### src/rtl/axi2apb_cmd_exec_if.sv
`default_nettype none
// ============================================================================
// Module   : axi2apb_cmd_exec_if
// Brief    : Command FIFO, response FIFO and APB3 signal bundle.
// Revision : 1.0 - initial release
// ============================================================================
interface axi2apb_cmd_exec_if #(
  parameter int ADDR_BITS = 16,
  parameter int ID_BITS   = 4
) ();
  localparam int CMD_BITS = 1 + ID_BITS + ADDR_BITS + 32;
  localparam int RSP_BITS = ID_BITS + 2 + 32;

  logic                 cmd_empty;
  logic [CMD_BITS-1:0]  cmd_data;
  logic                 cmd_pop;
  logic                 rsp_full;
  logic                 rsp_push;
  logic [RSP_BITS-1:0]  rsp_data;
  logic                 psel;
  logic                 penable;
  logic                 pwrite;
  logic [ADDR_BITS-1:0] paddr;
  logic [31:0]          pwdata;
  logic [31:0]          prdata;
  logic                 pready;
  logic                 pslverr;
  logic                 busy;

  modport master (
    input  cmd_empty, cmd_data, rsp_full, prdata, pready, pslverr,
    output cmd_pop, rsp_push, rsp_data, psel, penable, pwrite, paddr, pwdata, busy
  );

  modport slave (
    output cmd_empty, cmd_data, rsp_full, prdata, pready, pslverr,
    input  cmd_pop, rsp_push, rsp_data, psel, penable, pwrite, paddr, pwdata, busy
  );
endinterface
`default_nettype wire

### src/rtl/axi2apb_cmd_exec.sv
`default_nettype none
// ============================================================================
// Module   : axi2apb_cmd_exec
// Brief    : Pops one command, runs an APB3 SETUP/ACCESS transfer, pushes one response.
// Revision : 1.0 - initial release
// ============================================================================
module axi2apb_cmd_exec #(
  parameter int ADDR_BITS = 16,
  parameter int ID_BITS   = 4,
  parameter int TIMEOUT   = 255,
  parameter int CMD_BITS  = 1 + ID_BITS + ADDR_BITS + 32,
  parameter int RSP_BITS  = ID_BITS + 2 + 32
) (
  input wire logic           clk,
  input wire logic           rstn,
  axi2apb_cmd_exec_if.master bus
);

  typedef enum logic [1:0] {
    S_IDLE   = 2'd0,
    S_SETUP  = 2'd1,
    S_ACCESS = 2'd2
  } state_t;

  localparam bit          c_TO_EN   = (TIMEOUT != 0);
  localparam logic [15:0] c_TO_LAST = 16'(TIMEOUT - 1);

  state_t               r_state;
  state_t               w_next_state;

  logic                 r_pwrite;
  logic [ID_BITS-1:0]   r_id;
  logic [ADDR_BITS-1:0] r_paddr;
  logic [31:0]          r_pwdata;
  logic                 r_rsp_push;
  logic [RSP_BITS-1:0]  r_rsp_data;
  logic [15:0]          r_cnt;

  logic                 w_pop;
  logic                 w_done;
  logic                 w_timeout;

  logic [CMD_BITS-1:0]  w_cmd;
  logic                 w_cmd_write;
  logic [ID_BITS-1:0]   w_cmd_id;
  logic [ADDR_BITS-1:0] w_cmd_addr;
  logic [31:0]          w_cmd_wdata;

  assign w_cmd = bus.cmd_data;
  assign {w_cmd_write, w_cmd_id, w_cmd_addr, w_cmd_wdata} = w_cmd;

  always_ff @(posedge clk or negedge rstn) begin
    if (!rstn) begin
      r_state <= S_IDLE;
    end else begin
      r_state <= w_next_state;
    end
  end

  // The !r_rsp_push term holds off a pop while the previous response lands.
  always_comb begin
    w_next_state = r_state;
    w_pop        = 1'b0;
    w_done       = 1'b0;
    w_timeout    = 1'b0;
    case (r_state)
      S_IDLE: begin
        w_pop = !bus.cmd_empty && !bus.rsp_full && !r_rsp_push;
        if (w_pop) begin
          w_next_state = S_SETUP;
        end
      end
      S_SETUP: begin
        w_next_state = S_ACCESS;
      end
      S_ACCESS: begin
        w_done    = bus.pready;
        w_timeout = !bus.pready && c_TO_EN && (r_cnt == c_TO_LAST);
        if (w_done || w_timeout) begin
          w_next_state = S_IDLE;
        end
      end
      default: begin
        w_next_state = S_IDLE;
      end
    endcase
  end

  always_ff @(posedge clk or negedge rstn) begin
    if (!rstn) begin
      r_pwrite   <= 1'b0;
      r_id       <= '0;
      r_paddr    <= '0;
      r_pwdata   <= '0;
      r_rsp_push <= 1'b0;
      r_rsp_data <= '0;
      r_cnt      <= '0;
    end else begin
      r_rsp_push <= 1'b0;

      if (w_pop) begin
        r_pwrite <= w_cmd_write;
        r_id     <= w_cmd_id;
        r_paddr  <= w_cmd_addr;
        r_pwdata <= w_cmd_wdata;
      end

      // Counter holds the number of ACCESS cycles already spent without pready.
      if ((r_state == S_ACCESS) && !(w_done || w_timeout)) begin
        if (r_cnt != 16'hFFFF) begin
          r_cnt <= r_cnt + 16'd1;
        end
      end else begin
        r_cnt <= '0;
      end

      if (w_done) begin
        r_rsp_push <= 1'b1;
        r_rsp_data <= {r_id, 1'b0, bus.pslverr, (r_pwrite ? 32'h0 : bus.prdata)};
      end else if (w_timeout) begin
        r_rsp_push <= 1'b1;
        r_rsp_data <= {r_id, 1'b1, 1'b1, 32'h0};
      end
    end
  end

  assign bus.cmd_pop  = w_pop;
  assign bus.psel     = (r_state == S_SETUP) || (r_state == S_ACCESS);
  assign bus.penable  = (r_state == S_ACCESS);
  assign bus.busy     = (r_state != S_IDLE);
  assign bus.pwrite   = r_pwrite;
  assign bus.paddr    = r_paddr;
  assign bus.pwdata   = r_pwdata;
  assign bus.rsp_push = r_rsp_push;
  assign bus.rsp_data = r_rsp_data;

endmodule
`default_nettype wire

### src/flat_wrapper.sv
// flat-port wrapper written by rule: the top's interface ports become plain ports
module axi2apb_cmd_exec_flat 
#(
  parameter int ADDR_BITS = 16,
  parameter int ID_BITS   = 4,
  parameter int TIMEOUT   = 255,
  parameter int CMD_BITS  = 1 + ID_BITS + ADDR_BITS + 32,
  parameter int RSP_BITS  = ID_BITS + 2 + 32
)
  (clk, rstn, bus_cmd_empty, bus_cmd_data, bus_rsp_full, bus_prdata, bus_pready, bus_pslverr, bus_cmd_pop, bus_rsp_push, bus_rsp_data, bus_psel, bus_penable, bus_pwrite, bus_paddr, bus_pwdata, bus_busy);
  axi2apb_cmd_exec_if #(.ADDR_BITS(ADDR_BITS), .ID_BITS(ID_BITS)) bus_i ();
  input wire logic clk;
  input wire logic rstn;
  input wire logic [$bits(bus_i.cmd_empty)-1:0] bus_cmd_empty;
  input wire logic [$bits(bus_i.cmd_data)-1:0] bus_cmd_data;
  input wire logic [$bits(bus_i.rsp_full)-1:0] bus_rsp_full;
  input wire logic [$bits(bus_i.prdata)-1:0] bus_prdata;
  input wire logic [$bits(bus_i.pready)-1:0] bus_pready;
  input wire logic [$bits(bus_i.pslverr)-1:0] bus_pslverr;
  output wire logic [$bits(bus_i.cmd_pop)-1:0] bus_cmd_pop;
  output wire logic [$bits(bus_i.rsp_push)-1:0] bus_rsp_push;
  output wire logic [$bits(bus_i.rsp_data)-1:0] bus_rsp_data;
  output wire logic [$bits(bus_i.psel)-1:0] bus_psel;
  output wire logic [$bits(bus_i.penable)-1:0] bus_penable;
  output wire logic [$bits(bus_i.pwrite)-1:0] bus_pwrite;
  output wire logic [$bits(bus_i.paddr)-1:0] bus_paddr;
  output wire logic [$bits(bus_i.pwdata)-1:0] bus_pwdata;
  output wire logic [$bits(bus_i.busy)-1:0] bus_busy;
  assign bus_i.cmd_empty = bus_cmd_empty;
  assign bus_i.cmd_data = bus_cmd_data;
  assign bus_i.rsp_full = bus_rsp_full;
  assign bus_i.prdata = bus_prdata;
  assign bus_i.pready = bus_pready;
  assign bus_i.pslverr = bus_pslverr;
  assign bus_cmd_pop = bus_i.cmd_pop;
  assign bus_rsp_push = bus_i.rsp_push;
  assign bus_rsp_data = bus_i.rsp_data;
  assign bus_psel = bus_i.psel;
  assign bus_penable = bus_i.penable;
  assign bus_pwrite = bus_i.pwrite;
  assign bus_paddr = bus_i.paddr;
  assign bus_pwdata = bus_i.pwdata;
  assign bus_busy = bus_i.busy;
  axi2apb_cmd_exec #(.ADDR_BITS(ADDR_BITS), .ID_BITS(ID_BITS), .TIMEOUT(TIMEOUT), .CMD_BITS(CMD_BITS), .RSP_BITS(RSP_BITS)) u_core (.clk(clk), .rstn(rstn), .bus(bus_i));
endmodule
### config.mk
export PLATFORM = sky130hd
export DESIGN_NAME = axi2apb_cmd_exec_flat
export DESIGN_NICKNAME = d
export VERILOG_FILES = /design/src/rtl/axi2apb_cmd_exec_if.sv /design/src/rtl/axi2apb_cmd_exec.sv /design/src/flat_wrapper.sv
export SDC_FILE = /design/constraint.sdc
export NUM_CORES = 1
export LEC_CHECK = 0
export BUFFER_PORTS_ARGS = -buffer_cell sky130_fd_sc_hd__buf_2
export CORE_AREA = 2 2 134 136
export CTS_CLUSTER_SIZE = 20
export DETAILED_ROUTE_END_ITERATION = 8
export DIE_AREA = 0 0 136 138
export GPL_TIMING_DRIVEN = 0
export SYNTH_ARGS = -nofsm -noshare
export SYNTH_HDL_FRONTEND = slang
export SYNTH_SLANG_ARGS = --single-unit
### constraint.sdc
create_clock -name clk -period 1.55 [get_ports clk]
set_input_delay 0.155 -clock clk [delete_from_list [all_inputs] [get_ports clk]]
set_output_delay 0.155 -clock clk [all_outputs]
set_load 0.01 [all_outputs]
Word level (Yosys, flattened, before mapping). Cells that the tools add are included.

Bits in registers: 110. Input bits: 91. Output and inout port bits: 92. Word-level logic and storage cells: 45.

$add $sub $neg: 1. Eq/ne operators: 7. Muxes and demuxes: 13. Reductions and logical operators: 16.

Operator list (count): two-way mux 38 bit (2); two-way mux 16 bit (2); two-way mux 32 bit (1); adder 16 x 1 -> 16 bit, second input constant (1); equality test 16 x 8 -> 1 bit, second input constant (1); inequality test 16 bit, second input constant (1); one-hot mux 2 bit (3 select lines) (1); zero test 1 bit (5); two-way mux 1 bit (5); logical AND 1 bit (4); two-way mux 2 bit (2); inequality test 2 x 1 -> 1 bit, second input constant (2); nonzero test 2 bit (2); logical OR 1 bit (3); equality test 2 x 1 -> 1 bit, second input constant (1); equality test 2 bit, second input constant (1); zero test 2 bit (1); inequality test 2 bit, second input constant (1); AND reduction 2 bit (1).

Logic depth before layout (Yosys ltp).
Word-level depth: 7. Depth in mapped cells: 8. Mapped depth without buffers: 6.

Least setup slack after synthesis. OpenSTA, ideal clock, no wires.

Path type: register to register. From: register u_core.r_state[0]. To: register u_core.r_state[1]. Library setup time: 0.125 ns. Arrival: 1.539 ns. Data required time: 1.425 ns. Setup slack: -0.114 ns. Cell stages (with the launch flop): 8. Buffers on the path: 1. Clock period less this slack: 1.664 ns. Cell sequence: dfrtp_1 > inv_1 > ha_1 > buf_2 > nand2b_1 > a31oi_1 > nor3_1 > mux2_2.

Longest elaborated chain between the ends: 3. Elaborated cells between the ends (all ways): 7. Classes of those cells: eq/ne (4); mux (1); reduce/logical (2).

Ends and longest elaborated chain: from (decl) (line axi2apb_cmd_exec.sv:28) `state_t r_state;`; from (signal assigned) (line axi2apb_cmd_exec.sv:56) `r_state <= w_next_state;`; equality test 2 bit *; named net bus_penable (line flat_wrapper.sv:24) `output wire logic [$bits(bus_i.penable)-1:0] bus_penable;`; inequality test 2 x 1 -> 1 bit (no line); AND reduction 2 bit (no line).

Mark *: on every way through the listed nets, which the timed path passes. The rest lies on a longest branch. A chain may end at the register's enable or synchronous reset.

Worst setup path in the final report.
From: register u_core.r_cnt[0]. To: register u_core.r_cnt[6].

Longest elaborated chain between the ends: 7. Elaborated cells between the ends (all ways): 11. Classes of those cells: add/sub (1); eq/ne (3); mux (3); reduce/logical (4).

Ends and longest elaborated chain: from (decl) (line axi2apb_cmd_exec.sv:37) `logic [15:0] r_cnt;`; from (signal assigned) (line axi2apb_cmd_exec.sv:111) `r_cnt <= r_cnt + 16'd1;`; branches (longest 7 deep; another with adder 16 x 1 -> 16 bit).

Parallel ways; which one is timed is not known. The select of a mux whose other input is x is not followed.

==> impl_metrics.yaml <==
synthesis:
  avgSynthCellArea_um2: 11.3
  ys_seq_elements: 110
  netlist_area_mm2: 0.00509
  yosysWarningCount: 0
  syn_nets: 548
  yosysSeqAreaShare_pct: 54.0
  synth_cells: 452
  ys_types: 43
finish:
  drive_above_1_share_pct: 54.2
  layout_common_cells: "180 x buf_2, 103 x dfrtp_1, 42 x nand2_1"
  layout_commonest_cell: "buf_2"
  nets: 792
  final_area_mm2: 0.00772
  area_delta_synth_final_pct: 51.5
  antenna_cells: 0
  regArea_mm2: 0.00276
  final_util_pct: 44.0
  nFillCells: 1679
  multi_input_area_mm2: 0.00255
grt:
  grt_max_degree: 59
  grt_pass1_wl_um: 22500
  grt-ovfl-total: 0
  grt_use_total_pct: 15.2
  grt_pass1_vias: 4429
  antenna_found_initial: 0
sta:
  setup-violations-final: 38
  period_needed_ns: 1.62
  slew_viol_final: 0
  worst_pin_slew_ns: 0.540
  fin_worst_skew_ns: 0.00841
  rsz0062_at_grt: "true"
  slew_headroom_pct: 64.0
  max_freq_ghz: 0.618
  fin_crit_sh_pct: 104
  finalHoldViolations: 0
  setup_slack_ns: -0.0688
clocking:
  cts_root_buffer: "clkbuf_16"
  clock_latency_ns: 0.36
  numCtsBuffers: 9
  clockBufferDepth: 2
  cts_tree: "yes"
  clk_pin_slew_ns: 0.08
  htreeDepth: 3
  clock_sinks: 110
setup_path:
  crit_end: "u_core.r_cnt[6]"
  end_kind: "flip-flop"
  crit_start: "u_core.r_cnt[0]"
  worst_ep_required_time_ns: 1.84
  worstPathMaxFanout: 4
  reg2reg_depth: 6
  r2r_slack_ns: -0.07
  start_kind: "flip-flop"
  rr_startpoint: "u_core.r_cnt[0]"
  crit_type: "reg2reg"
  timing.rr.end: "u_core.r_cnt[6]"
  cp.arrival_ns: 1.91
routing:
  post_drt_wl_per_cell_um: 16.0
  drc_errors: 0
  vias_per_cell: 4.75
  drt.antenna.violating_nets: 0
  drt_iter0_drc: 171
  via_count: 4413
  firstDrtPassIters: 4
  wl_um: 14800
die:
  pin_count: 183
  floorplan.initialDensity_pct: 29.0
  rows: 49
  fp.dieH_um: 138
  die_w_um: 136
  dieArea_mm2: 0.0188
  core_area_mm2: 0.0175
power_and_ir_drop:
  peakVddDrop_mv: 0.705
  p_per_area_mw_per_mm2: 1660
  cellLeakagePower_nw: 3.37
  power.total_mw: 12.8
status:
  status: "finished with violations"
  violations: "negative setup slack"
placement:
  portBuffers: 182
  place_area_mm2: 0.00636
  place.gp.congestion: 0.733
  hpwl_um: 9630
hold_path:
  min_path_type: "in2reg"
run:
  drv_cap: 0
==> worst min path at each step <==
stage | slack, ns | from | cells past startpoint | endpoint
3_5_place_dp | 0.15 | rstn | 1 | u_core.bus.paddr[14]
6_report | 0.007 | bus_prdata[9] | 3 | u_core.bus.rsp_data[9]
3_3_place_gp | 0.37 | bus_prdata[16] | 3 | u_core.bus.rsp_data[16]
4_1_cts | 0.00004 | bus_prdata[9] | 3 | u_core.bus.rsp_data[9]
2_1_floorplan | -0.14 | rstn | 0 | u_core.bus.paddr[0]
5_1_grt | 0.006 | bus_prdata[5] | 3 | u_core.bus.rsp_data[5]
==> critical path, stage by stage, from the launching register on <==
cell and delay [ns]:
dfrtp_2 0.45, ha_4 0.19, nand4_1 0.15, nor4_4 0.07, buf_4 0.15, or4_4 0.41, a21oi_2 0.13
==> timing repair <==
item,CTS,global route
buffers inserted,34,6
endpoints found under the hold margin,59,0
setup endpoints to repair,111,108
gates resized for setup,85,64
pin swaps,22,16
hold buffers,8,0
cloned,5,3
==> area by class of cell <==
type / instances / share of cell area [%]
clock inverter: 6 / 0.908
buffer: 23 / 3.13
tap: 229 / 3.71
multi-input combinational: 304 / 33.1
clock buffer: 10 / 3.10
sequential: 110 / 35.8
inverter: 9 / 0.438
timing repair buffer: 239 / 19.9
==> power by group <==
group	switching [mW]	internal (mW)	total (mW)
logic	2.57	2.97	5.55
clock network	1.12	1.31	2.43
registers	0.754	4.09	4.84
==> flip-flops by register name, indices dropped and copies added (netlist names) <==
name and flops:
u_core.r_state 2, u_core.r_id 4, u_core.bus.pwdata 32, u_core.bus.rsp_data 38
u_core.bus.rsp_push 1, u_core.bus.paddr 16, u_core.bus.pwrite 1, u_core.r_cnt 16
==> cell usage after synthesis <==
library cell | number | area [µm²]
a211oi_1 | 3 | 22.5
a211oi_2 | 1 | 12.5
a21o_4 | 1 | 15.0
a21oi_1 | 38 | 190
a21oi_2 | 9 | 78.8
a31oi_1 | 3 | 18.8
a41oi_1 | 1 | 8.76
and2_1 | 3 | 18.8
and3_1 | 3 | 18.8
and4_1 | 2 | 17.5
buf_2 | 7 | 35.0
buf_4 | 1 | 7.51
buf_6 | 4 | 45.0
clkbuf_1 | 17 | 63.8
clkinv_1 | 1 | 3.75
dfrtp_1 | 110 | 2750
ha_1 | 5 | 62.6
inv_1 | 8 | 30.0
mux2_2 | 54 | 608
mux2i_1 | 1 | 10.0
nand2_1 | 43 | 161
nand2b_1 | 1 | 6.26
nand3_1 | 4 | 20.0
nand3_2 | 1 | 10.0
nand3_4 | 1 | 17.5
nand4_1 | 9 | 56.3
nand4_2 | 1 | 12.5
nor2_1 | 12 | 45.0
nor2b_1 | 36 | 225
nor3_1 | 8 | 40.0
nor4_2 | 1 | 12.5
o2111ai_1 | 1 | 8.76
o211ai_1 | 36 | 270
o21a_1 | 1 | 7.51
o21ai_0 | 4 | 20.0
o21ba_1 | 1 | 10.0
o22ai_1 | 1 | 6.26
o31a_1 | 1 | 8.76
o31ai_1 | 6 | 45.0
or3_1 | 5 | 31.3
or4_1 | 4 | 30.0
or4_4 | 1 | 11.3
xnor2_1 | 2 | 17.5
==> logic make-up (layout without fill, tap and decap cells) <==
group | count (synthesis) | count (layout) | synth area share, %
AND/OR/NAND/NOR | 135 | 135 | 14.4
XOR/XNOR | 2 | 2 | 0.344
adder cells (fa/ha/maj) | 5 | 5 | 1.23
flip-flops | 110 | 110 | 54.0
AO/OA/AOI/OAI | 107 | 107 | 14.2
buffers and inverters | 38 | 287 | 3.64
multiplexers | 55 | 55 | 12.1
==> routing by layer <==
metal  GRT usage [%]  vias up  part of all wire (%)
li1                -     2110                     -
met2            25.9       98                    51
met1            18.7     2181                    43
met4            7.02        0                   2.8
met3            2.64       24                   4.0
met5               0        -                     0
==> per-stage QoR <==
step	TNS (ns)	hold WS [ns]	setup slack, ns	cells
global placement	-145.11	0.371	-1.11	863
floorplan	-0.0211	-0.141	-0.0211	452
CTS	-7.28	0.0000356	-0.150	925
finish	-0.856	0.00683	-0.0688	930
detailed placement	-24.41	0.154	-0.309	864
global route	-5.50	0.00553	-0.124	930
Power figures use the tool's default switching activity.
